[config.mk]
export PLATFORM = sky130hd
export DESIGN_NAME = pcgen
export DESIGN_NICKNAME = d
export VERILOG_FILES = /design/src/rtl/pcgen.sv
export SDC_FILE = /design/constraint.sdc
export NUM_CORES = 1
export LEC_CHECK = 0
export CAP_MARGIN = 15
export CORE_UTILIZATION = 45
export CTS_CLUSTER_DIAMETER = 30
export DETAILED_ROUTE_END_ITERATION = 8
export PLACE_DENSITY_LB_ADDON = 0.2
export SLEW_MARGIN = 20
export SYNTH_ARGS = -nofsm -noshare
export SYNTH_HDL_FRONTEND = slang
export SYNTH_SLANG_ARGS = --single-unit
[constraint.sdc]
create_clock -name clk -period 2.6 [get_ports clk]
set_input_delay 0.39 -clock clk [delete_from_list [all_inputs] [get_ports clk]]
set_output_delay 0.39 -clock clk [all_outputs]
set_load 0.005 [all_outputs]
[src/rtl/pcgen.sv]
// ============================================================================
// Module   : pcgen
// Purpose  : Registered next-PC generator for the fetch stage. Holds the
//            architectural fetch PC, presents it to instruction fetch over a
//            valid/ready handshake, arbitrates prioritised redirect channels
//            (channel 0 highest) and tags every request with an epoch so that
//            downstream stages can discard wrong-path responses.
// Ports    : clk               - clock, rising edge
//            resetn            - asynchronous active-low reset
//            redirect_valid    - per-channel redirect request
//            redirect_pc       - per-channel target, channel i in [64*i +: 64]
//            fetch_ready       - fetch accepts the current request
//            fetch_valid       - request valid
//            fetch_pc          - request PC
//            fetch_epoch       - epoch tag of the current request
//            fetch_misalign    - fetch_pc not INST_BYTES-aligned
//            perf_redirect_cnt - (PCGEN_PERF_EN) per-channel win counters
//            perf_stall_cnt    - (PCGEN_PERF_EN) valid & !ready cycle counter
// Options  : define PCGEN_PERF_EN to add the saturating performance counters.
// Revision : 1.0 - initial release
// ============================================================================
`default_nettype none

module pcgen #(
  parameter int          NUM_REDIRECT = 2,
  parameter logic [63:0] RESET_PC     = 64'h8000_0000,
  parameter int          INST_BYTES   = 4,
  parameter int          EPOCH_W      = 2
) (
  input  logic                      clk,
  input  logic                      resetn,
  input  logic [NUM_REDIRECT-1:0]   redirect_valid,
  input  logic [64*NUM_REDIRECT-1:0] redirect_pc,
  input  logic                      fetch_ready,
  output logic                      fetch_valid,
  output logic [63:0]               fetch_pc,
  output logic [EPOCH_W-1:0]        fetch_epoch,
`ifdef PCGEN_PERF_EN
  output logic [32*NUM_REDIRECT-1:0] perf_redirect_cnt,
  output logic [31:0]               perf_stall_cnt,
`endif
  output logic                      fetch_misalign
);

  localparam logic [63:0] PC_INC = 64'(INST_BYTES);

  // IDLE presents nothing; RUN is left only through reset.
  typedef enum logic [0:0] {
    IDLE = 1'b0,
    RUN  = 1'b1
  } state_t;

  state_t               state_q;
  logic [63:0]          pc_q;
  logic [EPOCH_W-1:0]   epoch_q;

  logic                    redir_any;
  logic [NUM_REDIRECT-1:0] redir_win;
  logic [63:0]             redir_target;

  // Fixed-priority arbitration: scanning from the top down lets the lowest
  // requesting index overwrite any higher one. Losing channels are dropped.
  always_comb begin
    redir_win    = '0;
    redir_target = '0;
    for (int i = NUM_REDIRECT - 1; i >= 0; i--) begin
      if (redirect_valid[i]) begin
        redir_win    = '0;
        redir_win[i] = 1'b1;
        redir_target = redirect_pc[64*i +: 64];
      end
    end
    redir_any = |redirect_valid;
  end

  // A redirect wins over sequential advance regardless of fetch_ready and
  // even in IDLE; an accepted request in the same cycle already went out
  // with the old epoch, so only the following request sees the target.
  always_ff @(posedge clk or negedge resetn) begin
    if (!resetn) begin
      state_q <= IDLE;
      pc_q    <= RESET_PC;
      epoch_q <= '0;
    end else begin
      state_q <= RUN;
      if (redir_any) begin
        pc_q    <= redir_target;
        epoch_q <= epoch_q + EPOCH_W'(1);
      end else if ((state_q == RUN) && fetch_ready) begin
        pc_q    <= pc_q + PC_INC;
      end
    end
  end

  assign fetch_valid    = (state_q == RUN);
  assign fetch_pc       = pc_q;
  assign fetch_epoch    = epoch_q;
  assign fetch_misalign = ((pc_q % PC_INC) != 64'd0);

`ifdef PCGEN_PERF_EN
  logic [31:0] stall_cnt_q;

  generate
    for (genvar g = 0; g < NUM_REDIRECT; g++) begin : g_perf_ch
      logic [31:0] win_cnt_q;

      always_ff @(posedge clk or negedge resetn) begin
        if (!resetn) begin
          win_cnt_q <= '0;
        end else if (redir_win[g] && (win_cnt_q != 32'hFFFF_FFFF)) begin
          win_cnt_q <= win_cnt_q + 32'd1;
        end
      end

      assign perf_redirect_cnt[32*g +: 32] = win_cnt_q;
    end
  endgenerate

  always_ff @(posedge clk or negedge resetn) begin
    if (!resetn) begin
      stall_cnt_q <= '0;
    end else if (fetch_valid && !fetch_ready && (stall_cnt_q != 32'hFFFF_FFFF)) begin
      stall_cnt_q <= stall_cnt_q + 32'd1;
    end
  end

  assign perf_stall_cnt = stall_cnt_q;
`endif

endmodule

`default_nettype wire

[Word-level counts from Yosys, hierarchy flattened]
Index checks and enable logic that the tools add are counted.
Cells by class
  add/subtract/negate cells: 2
  multiplexer cells: 4
  reductions and logical operators: 4
Operator list (count)
  $mux W64: 4
  $add A64 B3 Y64 const B: 1
  $reduce_bool A64 Y1: 1
  $add A2 B1 Y2 const B: 1
  $reduce_bool A2 Y1: 1
  $reduce_or A2 Y1: 1
  $logic_and A1 B1 Y1: 1
Word-level totals
  register bits after elaboration: 67
  bits of input ports: 133
  output and inout port bits: 68
  logic and storage cells: 13

[Depth between registers and ports, before layout]
  depth in word-level cells: 3
  gate-level depth with buffers: 8
  mapped depth without buffers: 6

[Least setup slack after synthesis]
No wires, ideal clock.
  kind: register to register
  start point: register pc_q[2], in the netlist fetch_pc[2]
  end point: register pc_q[28], in the netlist fetch_pc[28]
  setup time: 78 ps
  arrival time: 2158 ps
  required time: 2522 ps
  slack: 365 ps
  cell stages (with the launch flop): 7
  path buffers: 0
  period minus slack after synthesis: 2235 ps
  cells stage by stage: dfrtp_1 ha_1 nand4_2 or3_4 or4b_4 o31ai_1 o2bb2ai_1
On the way
  longest elaborated chain between the ends: 3
Ends and longest elaborated chain
  start, declared: RTL line 54  | logic [63:0] pc_q;
  start signal, assigned: RTL line 87  | pc_q <= redir_target;
  start signal, assigned: RTL line 90  | pc_q <= pc_q + PC_INC;
  $add A64 B3 Y64: RTL line 90
  $mux W64: RTL line 89  | end else if ((state_q == RUN) && fetch_ready) begin
  $mux W64: RTL line 86  | if (redir_any) begin
Every way passes these cells. The select of a mux whose other input is x is not followed.
A chain may end at the register's enable or synchronous reset.

[Worst setup path in the final report]
  start point: register pc_q[14], in the netlist fetch_pc[14]
  end point: register pc_q[41], in the netlist fetch_pc[41]
The elaborated chain is that of the path after synthesis.

==> results.toml <==
[power_and_ir_drop]
leakage_nw = 3.00
p_seq_frac = 0.346
power_w = 0.00399
internal-power_w = 0.00277
comb_power_share = 0.290
sw_frac_of_total = 0.305
power_frac_clock = 0.364
power.density_nw_per_um2 = 514
switching_power_w = 0.00121
max-vdd-ir-drop_mv = 0.401

[logic_synthesis]
yosys-top-cells-area = "dfrtp_1 32%, o21ai_0 4.5%, nand2_1 4.3%, nor2_1 4.1%, nand4_1 3.8%"
synthCells = 634
synthesis.nets = 768
synth_edf_count = 0
yosysTopAreaCell = "dfrtp_1"
ys_seq_area_frac = 0.328
synth_top_area_frac = 0.323
async_flop_share = 1.00
synth_ff_type = "dfrtp_1"
yosysWarnings = 0
yosysUniqueCellTypes = 78
synth_area_per_cell_sq_um = 8.06
synth_area_sq_um = 5110
synth-seq-cells = 67

[clock_network]
clock_latency_ns = 0.35
root_buffer = "clkbuf_16"
clock_path_buffers = 2
post_cts_resized = 0
cts_tree = "done"
cts.sinks = 67
post-cts-setup-buffers = 0
ctsHoldBuffers = 0
clkTransAtPathRegs_ns = 0.06
cts-buffers-inserted = 9
h-tree-depth = 3

[global_route]
gr-total-overflow = 0
grt_pass1_wl_um = 31900
grt.total_usage = 0.357
antenna_found_initial = 0
grt_pass1_vias = 6191
grt_max_degree = 42

[drt]
drc = 0
drtPass1Iterations = 5
wl_um = 20500
viasPerCell = 6.48
ant_nets = 0
wl_per_cell_um = 20.8
vias = 6410
drtIter0Drc = 451

[sta]
timing.final.ws_setup_ns = 0.179
finalCriticalPeriod_ns = 2.42
fin_setup_tns_ns = 0
setup_viol = 0
relSlewSlack = 0.538
fin_crit_sh = 0.931
hold_violations = 0
slew_violations = 0
worst_pin_slew_ns = 0.693
fmax_mhz = 413
fin_skew_ns = 0.00973
rsz0062_at_grt = "no"

[cells_and_area]
diodes = 0
drive_gt1_frac = 0.0989
fin_nets = 978
layout_commonest_cell = "clkdlybuf4s50_1"
final-instance-count-excl-fill = 989
mostFrequentLayoutCells = "198 x clkdlybuf4s50_1, 66 x dfrtp_1, 58 x nand2_1"
fin_area_sq_um = 7770
area_growth_pct = 51.9

[placement]
dp.cells = 973
hpwl_um = 15200
portBuffers = 200
place.gp.congestion = 0.964
place_area_sq_um = 7420
post-place-ws_ns = 0.293

[floorplan]
core_sq_um = 10900
io_pins = 201
die_h_um = 109
die_width_um = 109
initial_core_util = 0.468
num_rows = 38
die_area_sq_um = 11800

[worst_setup_path]
critPathArrivalTime_ns = 2.70
crit_type = "reg -> reg"
end_kind = "flip-flop"
crit_path_max_fanout = 9
required_ns = 2.88
worstSetupStartpointType = "flip-flop"

[min_path]
worstHoldPathType = "in -> async"

[status]
status = "completed"

[run]
drv_cap = 0
worst max-delay path, cell delays in order (launching register included):
cell and delay, ns:
dfrtp_1 0.48, nand4_1 0.26, or4_4 0.60, or3_4 0.44, o41ai_1 0.35, a221o_1 0.22
layer usage:
| layer | routed length, um | up-vias | track usage |
|---|---|---|---|
| li1 | - | 2909 | - |
| met1 | 8450 | 3060 | 0.462 |
| met5 | 0 | - | 0 |
| met3 | 1940 | 61 | 0.0729 |
| met2 | 9500 | 380 | 0.573 |
| met4 | 655 | 0 | 0.160 |
cells in the mapped netlist (all sizes together), types with 6 or more instances:
library cell,n
buf,10
o21ai,46
inv,13
a22o,8
nor2b,8
o22a,7
and3,8
mux2i,7
nor3,21
clkbuf,29
a31oi,17
nand4,35
dfrtp,66
or3,11
and4,9
nand2,58
a21oi,31
a22oi,23
nor4,21
and2,6
nand3,28
nor2,56
or4,6
o2bb2ai,7
o22ai,29
power groups by stage:
stage	clock [W]	combinational (W)	sequential, W
after CTS	0.00145	0.00115	0.00137
after detailed placement	0	0.00114	0.00139
after global routing	0.00150	0.00125	0.00140
final	0.00145	0.00116	0.00138
after floorplan	0	0.000479	0.00135
after global placement	0	0.00112	0.00138
per-stage QoR:
| step | hold WS (ns) | utilization |
|---|---|---|
| floorplan | 0.0944 | - |
| global route | 0.118 | 0.710 |
| global placement | 0.453 | 0.679 |
| finish | 0.0818 | 0.710 |
| CTS | 0.0909 | 0.710 |
| detailed placement | 0.456 | 0.679 |
final timing paths:
| check | from | endpoint | slack, ns | cells after the start |
|---|---|---|---|---|
| worst max-delay path | fetch_pc[14] | fetch_pc[41] | 0.18 | 5 |
| worst min-delay path | resetn | fetch_pc[25] | 0.08 | 1 |
| worst max register to register | fetch_pc[14] | fetch_pc[41] | 0.18 | 5 |
| worst min register to register | fetch_epoch[1] | fetch_epoch[1] | 0.50 | 1 |
| max in group asynchronous | resetn | fetch_pc[54] | 1.84 | 2 |
| min in group clk | fetch_epoch[1] | fetch_epoch[1] | 0.50 | 1 |
kinds of logic (layout without fill, tap and decap cells):
family / Yosys count / in the layout / share of synthesized area
simple gates: 287 / 287 / 0.324
compound gates: 214 / 214 / 0.279
flops: 67 / 67 / 0.328
buf+inv: 52 / 267 / 0.0433
mux: 7 / 7 / 0.0137
xor+xnor: 5 / 5 / 0.00857
fa+ha+maj: 1 / 1 / 0.00245
other cells: 1 / 1 / 0.000734
layout make-up:
cell class | instances | area (sq um)
Inverter | 13 | 48.8
Clock buffer | 11 | 243
Timing Repair Buffer | 238 | 2300
Fill cell | 901 | 3170
Sequential cell | 67 | 1680
Clock inverter | 5 | 100
Tap cell | 140 | 175
Multi-Input combinational cell | 515 | 3220
sequential cells by signal, indices dropped and copies added, names as in the netlist:
register	cells
fetch_valid	1
fetch_pc	64
fetch_epoch	2
Note: power is estimated with default switching activity, not from simulation.
